File: src/rtl/pa_rst_seq.sv
// Reset-release sequencer: staggers BIU, core and peripheral reset release after cpurst_b,
// and replays the release after a software-requested hold, keeping a sticky software-cause flag.
module pa_rst_seq #(
    parameter int unsigned GAP_CYC   = 8,
    parameter int unsigned SWRST_CYC = 16,
    parameter int unsigned CNT_W     = 5
) (
    input  logic forever_cpuclk,
    input  logic cpurst_b,
    input  logic pad_yy_scan_mode,
    input  logic pad_yy_scan_rst_b,
    input  logic sw_rst_req,
    input  logic rst_cause_clr,
    output logic rst_biu_rst_b,
    output logic rst_core_rst_b,
    output logic rst_peri_rst_b,
    output logic rst_seq_done,
    output logic rst_sw_ack,
    output logic rst_sw_cause
);

    typedef enum logic [2:0] {
        HOLD,
        REL_BIU,
        REL_CORE,
        RUN,
        SW_HOLD
    } state_e;

    localparam logic [CNT_W-1:0] GAP_LAST = CNT_W'(GAP_CYC - 1);
    localparam logic [CNT_W-1:0] SW_LAST  = CNT_W'(SWRST_CYC - 1);
    localparam logic [CNT_W-1:0] CNT_ONE  = CNT_W'(1);

    state_e           state_q;
    logic [CNT_W-1:0] cnt_q;
    logic             biu_q;
    logic             core_q;
    logic             peri_q;
    logic             done_q;
    logic             ack_q;
    logic             cause_q;

    always_ff @(posedge forever_cpuclk or negedge cpurst_b) begin
        if (!cpurst_b) begin
            state_q <= HOLD;
            cnt_q   <= '0;
            biu_q   <= 1'b0;
            core_q  <= 1'b0;
            peri_q  <= 1'b0;
            done_q  <= 1'b0;
            ack_q   <= 1'b0;
            cause_q <= 1'b0;
        end else begin
            ack_q <= 1'b0;
            // A clear is overridden below when a software reset starts in the same cycle.
            if (rst_cause_clr) begin
                cause_q <= 1'b0;
            end
            case (state_q)
                HOLD: begin
                    if (cnt_q == GAP_LAST) begin
                        biu_q   <= 1'b1;
                        state_q <= REL_BIU;
                        cnt_q   <= '0;
                    end else begin
                        cnt_q <= cnt_q + CNT_ONE;
                    end
                end
                REL_BIU: begin
                    if (cnt_q == GAP_LAST) begin
                        core_q  <= 1'b1;
                        state_q <= REL_CORE;
                        cnt_q   <= '0;
                    end else begin
                        cnt_q <= cnt_q + CNT_ONE;
                    end
                end
                REL_CORE: begin
                    if (cnt_q == GAP_LAST) begin
                        peri_q  <= 1'b1;
                        done_q  <= 1'b1;
                        state_q <= RUN;
                        cnt_q   <= '0;
                    end else begin
                        cnt_q <= cnt_q + CNT_ONE;
                    end
                end
                RUN: begin
                    if (sw_rst_req) begin
                        biu_q   <= 1'b0;
                        core_q  <= 1'b0;
                        peri_q  <= 1'b0;
                        done_q  <= 1'b0;
                        cause_q <= 1'b1;
                        state_q <= SW_HOLD;
                        cnt_q   <= '0;
                    end
                end
                SW_HOLD: begin
                    if (cnt_q == SW_LAST) begin
                        ack_q   <= 1'b1;
                        state_q <= HOLD;
                        cnt_q   <= '0;
                    end else begin
                        cnt_q <= cnt_q + CNT_ONE;
                    end
                end
                default: begin
                    state_q <= HOLD;
                    cnt_q   <= '0;
                end
            endcase
        end
    end

    // Scan mode hands the domain resets straight to the tester; status outputs stay registered.
    assign rst_biu_rst_b  = pad_yy_scan_mode ? pad_yy_scan_rst_b : biu_q;
    assign rst_core_rst_b = pad_yy_scan_mode ? pad_yy_scan_rst_b : core_q;
    assign rst_peri_rst_b = pad_yy_scan_mode ? pad_yy_scan_rst_b : peri_q;
    assign rst_seq_done   = done_q;
    assign rst_sw_ack     = ack_q;
    assign rst_sw_cause   = cause_q;

endmodule

File: config.mk
export PLATFORM = sky130hd
export DESIGN_NAME = pa_rst_seq
export DESIGN_NICKNAME = d
export VERILOG_FILES = /design/src/rtl/pa_rst_seq.sv
export SDC_FILE = /design/constraint.sdc
export NUM_CORES = 1
export LEC_CHECK = 0
export ABC_AREA = 1
export BUFFER_PORTS_ARGS = -buffer_cell sky130_fd_sc_hd__buf_2
export CORE_MARGIN = 2
export CORE_UTILIZATION = 48
export DETAILED_ROUTE_END_ITERATION = 7
export PLACE_DENSITY = 0.72
export SLEW_MARGIN = 20
export SYNTH_ARGS = -nofsm -noshare
export SYNTH_HDL_FRONTEND = slang
export SYNTH_SLANG_ARGS = --single-unit
export TNS_END_PERCENT = 20
File: constraint.sdc
create_clock -name forever_cpuclk -period 1.5 [get_ports forever_cpuclk]
set_clock_uncertainty 0.1 [all_clocks]
set_input_delay 0.225 -clock forever_cpuclk [delete_from_list [all_inputs] [get_ports forever_cpuclk]]
set_output_delay 0.225 -clock forever_cpuclk [all_outputs]
set_load 0.005 [all_outputs]
==> out/results.ini, run 1 <==
[global_routing]
grt_max_degree = 14
antenna_found_initial = 0
overflow = 0
grt_usage_pct = 18.0
grt_pass1_wl_mm = 2.61
grt_pass1_vias = 643

[timing]
setup_violations = 1
maxSlewViolCount = 0
worst_slew_pin_slew_ps = 372
layout_min_cycle_time_ps = 1500
grt_setup_unrepaired = yes
hold_violations = 0
fmax_mhz = 665
fin_crit_sh_pct = 100
slew-limit-headroom_pct = 75.2
worst_slack_ps = -3.13
tns_ps = -3.13

[power]
powerDensity_nw_per_um2 = 1780
ir_drop_v = 0.000934
p_leak_nw = 0.496

[flow_run]
cap_violations = 0

[worst_setup_path]
endpoint_kind = flip-flop
start_kind = flip-flop
worstSetupPathType = reg -> reg
critPathMaxFanout = 5
worstPathRequired_ps = 1560
arrival_ps = 1560

[logic_synthesis]
syn_area_per_cell_sq_um = 7.40
synth_area_sq_um = 762
netlist-cell-type-count = 19
netlist_instances = 103
synth_fp_nets = 112
synth_warnings = 0
synth_seq_cells = 13
seq_area_frac_synth_pct = 42.7

[cts]
htree_num_levels = 1
path_clk_slew_ps = 90
numCtsBuffers = 3
clock_latency_ps = 270
cts.sink_count = 13
cts.path.max_buffers = 2
cts_tree = done
cts_root_buf = clkbuf_4

[drt]
post-route-drc-count = 0
vias = 697
antenna_left = 0
wirelength_mm = 1.51
detail_route.vias_per_cell = 5.05
drtIter0Drc = 17
routedWlPerCell_um = 10.9
dr.pass1.iters = 4

[place]
gp_congestion = 0.788
io_buffers = 11
dp_worst_setup_slack_ps = -61.4
hpwl_mm = 1.08

[floorplan]
num_rows = 14
ios = 12
core_sq_um = 1490
die_h_um = 43.8
fp.dieW_um = 43.8
dieArea_sq_um = 1920
initial_core_util_pct = 51.2

[status]
status = finished, violations left
violations = negative setup slack

[finish]
fillCellCount = 132
nets = 132
antennaDiodeCount = 0
area_growth_pct = 21.0
drive_above_1_share_pct = 27.0

[hold_path]
hold_class = in -> reg

## report_power, final
part | total [mW] | internal, mW | switching, mW
logic | 0.789 | 0.324 | 0.465
registers | 0.635 | 0.475 | 0.160
clock network | 0.219 | 0.103 | 0.116
total | 1.64 | 0.903 | 0.740
## state kept, by name, summed over array words and instances (netlist names)
| signal | flops |
|---|---|
| rst_seq_done | 1 |
| cnt_q | 5 |
| rst_sw_ack | 1 |
| biu_q | 1 |
| rst_sw_cause | 1 |
| state_q | 3 |
| core_q | 1 |
## area by class of cell
class | count | area, sq um | share of cell area (%)
sequential | 13 | 325 | 35.3
inverter | 17 | 63.8 | 6.92
multi-input combinational | 71 | 384 | 41.7
tap | 16 | 20.0 | 2.17
timing repair buffer | 17 | 103 | 11.1
clock buffer | 4 | 26.3 | 2.85
## synth_stat cells (all sizes together)
library cell | number | area share [%]
nand2 | 30 | 15
xor2 | 1 | 1.1
nor4 | 1 | 0.82
nor2 | 12 | 6.9
nor3 | 1 | 0.66
dfrtp | 13 | 43
nand3 | 12 | 8.5
ha | 3 | 4.9
a21oi | 1 | 1.1
o21ai | 6 | 3.9
or2 | 1 | 0.82
inv | 17 | 8.4
nand4 | 3 | 2.5
buf | 2 | 2.5
## critical path, cell delays in order, from the launching register on
cell and delay [ps]:
dfrtp_1 360, ha_2 190, nand2_2 60, nor2_2 130, ha_2 180, inv_2 50, nand3_4 100, nand3_2 90
nand2_1 70, nand2_1 60
## placed cells by master (no fill, tap or decap), drive strengths merged
cell | Yosys | layout
nand3 | 12 | 12
nor3 | 1 | 1
a21oi | 1 | 1
buf | 2 | 16
nor2 | 12 | 12
nand2 | 30 | 30
nand4 | 3 | 3
xor2 | 1 | 1
inv | 17 | 17
o21ai | 6 | 6
nor4 | 1 | 1
ha | 3 | 3
or2 | 1 | 1
dfrtp | 13 | 13
dlygate4sd3 | 0 | 1
clkbuf | 0 | 4
## worst paths after layout
kind | cells after the start | start | to | slack (ps)
min reg2reg | 2 | biu_q$_DFFE_PN0P_ | biu_q$_DFFE_PN0P_ | 390
min | 2 | rst_cause_clr | rst_sw_cause$_DFF_PN0_ | 30
max reg2reg | 9 | cnt_q[1]$_DFFE_PN0P_ | state_q[0]$_DFFE_PN0P_ | -3
min in group asynchronous | 2 | cpurst_b | cnt_q[2]$_DFFE_PN0P_ | 250
max | 9 | cnt_q[1]$_DFFE_PN0P_ | state_q[0]$_DFFE_PN0P_ | -3
max in group asynchronous | 2 | cpurst_b | rst_seq_done$_DFFE_PN0P_ | 830
## layer usage
layer  routed length (um)  GRT usage, %  vias up
li1                     -             -      360
met1                  718          24.9      311
met2                  703          29.1       22
met3                   66          2.50        4
met4                   23          5.45        0
met5                    0             0        -
## stage by stage
stage          area [sq um]  util (%)  hold WS (ps)  power [mW]  std cells
3_3_place_gp            841      56.5          24.8        1.32        131
3_5_place_dp            841      56.5          25.8        1.33        131
5_1_grt                 922      61.9          34.6        1.78        138
6_report                922      61.9          27.6        1.64        138
4_1_cts                 907      60.9          25.0        1.62        137
2_1_floorplan           762         -          -171        1.18        103
## repair_timing
item | CTS | global route
endpoints found under the hold margin | 13 | 0
setup buffers | 1 | 1
resized for setup | 6 | 3
pin swaps | 2 | 7
hold buffers | 1 | 0
endpoints found under the setup margin | 6 | 9
## logic make-up (layout without fill, tap and decap cells)
logic type | count (synthesis) | after routing | share of synthesized area [%]
and+or+nand+nor | 60 | 60 | 35.3
AOI/OAI and AO/OA | 7 | 7 | 5.09
buffers and inverters | 19 | 38 | 10.8
DFF | 13 | 13 | 42.7
adders and majority gates | 3 | 3 | 4.93
xor gates and xnor gates | 1 | 1 | 1.15
No activity file was read; power rests on OpenSTA's default activity.
==> run 2: changes to the inputs <==
--- a/config.mk
+++ b/config.mk
@@ -11,6 +11,7 @@
 export CORE_UTILIZATION = 48
 export DETAILED_ROUTE_END_ITERATION = 7
 export PLACE_DENSITY = 0.72
+export RECOVER_POWER = 50
 export SLEW_MARGIN = 20
 export SYNTH_ARGS = -nofsm -noshare
 export SYNTH_HDL_FRONTEND = slang
==> out/results.ini, run 2 (same netlist as run 1, synthesis figures left out) <==
[finish]
final_cell_mix = nand2_1 (27), inv_1 (14), dfrtp_1 (13)  ; unchanged
area_growth_pct = 20.9  ; was 21.0%
antennaDiodeCount = 0  ; unchanged
layout_commonest_cell = nand2_1  ; unchanged
fillCellCount = 133  ; was 132
drive_above_1_share_pct = 26.2  ; was 27.0%
top_register = cnt_q  ; unchanged
fin_util_pct = 61.8  ; was 61.9%
largest_reg_flops = 5  ; unchanged
post-route-cell-area_sq_um = 921  ; was 922 sq um
nets = 132  ; unchanged
top_regs = cnt_q x5, state_q x3  ; unchanged

[drt]
vias = 696  ; was 697
antenna_left = 0  ; unchanged
wirelength_mm = 1.51  ; unchanged
drtIter0Drc = 17  ; unchanged
routedWlPerCell_um = 10.9  ; unchanged
dr.pass1.iters = 4  ; unchanged
detail_route.vias_per_cell = 5.04  ; was 5.05
post-route-drc-count = 0  ; unchanged

[place]
gp_congestion = 0.788  ; unchanged
io_buffers = 11  ; unchanged
hpwl_mm = 1.08  ; unchanged
placed_area_sq_um = 841  ; unchanged

[worst_setup_path]
worstSetupPathType = reg -> reg  ; unchanged
worstPathRequired_ps = 1560  ; about the same
slowest_stage = dfrtp_1  ; unchanged
max_stage_delay_ps = 360  ; about the same
endpoint_kind = flip-flop  ; unchanged
arrival_ps = 1570  ; was 1560 ps
start_kind = flip-flop  ; unchanged
critPathMaxFanout = 5  ; unchanged
cp_cell_sequence = ha_2, nand2_2, nor2_2, ha_2, inv_2, nand3_4, nand3_2, nand2_1, nand2_1  ; unchanged

[cts]
clock_latency_ps = 270  ; about the same
cts.path.max_buffers = 2  ; unchanged
cts_root_buf = clkbuf_4  ; unchanged
htree_num_levels = 1  ; unchanged
numCtsBuffers = 3  ; unchanged
path_clk_slew_ps = 90  ; about the same
cts.sink_count = 13  ; unchanged
cts_tree = done  ; unchanged

[timing]
fmax_mhz = 665  ; about the same
fin_crit_sh_pct = 100  ; about the same
setup_violations = 1  ; unchanged
worst_slew_pin_slew_ps = 674  ; was 372 ps
grt_setup_unrepaired = yes  ; unchanged
layout_min_cycle_time_ps = 1500  ; about the same
maxSlewViolCount = 0  ; unchanged
holdWs_ps = 27.1  ; was 27.6 ps
hold_violations = 0  ; unchanged
slew-limit-headroom_pct = 55.1  ; was 75.2%
worst_slack_ps = -4.09  ; was -3.13 ps

[floorplan]
initial_core_util_pct = 51.2  ; unchanged
core_sq_um = 1490  ; unchanged
die_h_um = 43.8  ; unchanged
fp.dieW_um = 43.8  ; unchanged
num_rows = 14  ; unchanged
dieArea_sq_um = 1920  ; unchanged
ios = 12  ; unchanged

[global_routing]
antenna_found_initial = 0  ; unchanged
grt_pass1_wl_mm = 2.61  ; unchanged
grt_usage_pct = 18.0  ; unchanged
grt_max_degree = 14  ; unchanged
overflow = 0  ; unchanged
grt_pass1_vias = 643  ; unchanged

[power]
ir_drop_v = 0.000932  ; was 0.000934 V
powerDensity_nw_per_um2 = 1780  ; about the same
p_leak_nw = 0.493  ; was 0.496 nW

[flow_run]
cap_violations = 0  ; unchanged

[status]
status = finished, violations left  ; unchanged
violations = negative setup slack  ; unchanged

[hold_path]
hold_class = in -> reg  ; unchanged

run 2: area by class of cell:
type                    count  area, sq um  share of cell area (%)
multi-input cells          71          384                    41.7
flip-flops and latches     13          325                    35.3
repair buffers             17          101                    11.0
inverters                  17         63.8                    6.93
clock buffers               4         26.3                    2.85
well taps                  16         20.0                    2.17
run 2: power breakdown:
part	switching [mW]	internal, mW	total, mW
Combinational	0.465	0.324	0.789
Clock	0.116	0.103	0.219
Sequential	0.159	0.475	0.635
Total	0.740	0.902	1.64
run 2: critical path: cells and delay by family, from the launching register on:
| kind | cells | cell delay (ps) |
|---|---|---|
| flops | 1 | 360 |
| buf+inv | 1 | 50 |
| simple gates | 6 | 510 |
| fa+ha+maj | 2 | 370 |
run 2: worst paths after layout:
path                            cells past startpoint  slack [ps]                  endpoint            startpoint
worst max register to register                      9          -4    state_q[0]$_DFFE_PN0P_  cnt_q[1]$_DFFE_PN0P_
worst min register to register                      2         390         biu_q$_DFFE_PN0P_     biu_q$_DFFE_PN0P_
max in group asynchronous                           2         480  rst_seq_done$_DFFE_PN0P_              cpurst_b
min in group asynchronous                           2         390      cnt_q[2]$_DFFE_PN0P_              cpurst_b
worst min-delay path                                2          30    rst_sw_cause$_DFF_PN0_         rst_cause_clr
worst max-delay path                                9          -4    state_q[0]$_DFFE_PN0P_  cnt_q[1]$_DFFE_PN0P_
run 2: timing repair:
item,CTS,global route
buffers inserted,1,1
hold endpoints to repair,13,0
gates resized for setup,6,3
endpoints found under the setup margin,6,9
pin swaps,2,7
hold buffers,1,0
run 2: routing by layer:
| metal | vias to the layer above | track usage, % | part of all wire [%] |
|---|---|---|---|
| li1 | 359 | - | - |
| met3 | 4 | 2.50 | 4.2 |
| met5 | - | 0 | 0 |
| met2 | 21 | 29.1 | 46 |
| met4 | 0 | 5.45 | 1.5 |
| met1 | 312 | 24.9 | 48 |
run 2: metrics by stage:
stage	instances	power, mW	worst slack, ps	setup TNS [ps]
finish	138	1.64	-4.09	-4.09
detailed placement	131	1.33	-61.4	-229
global route	138	1.78	-81.8	-498
floorplan	103	1.18	10.7	0
CTS	137	1.62	6.65	0
global placement	131	1.32	-50.4	-160
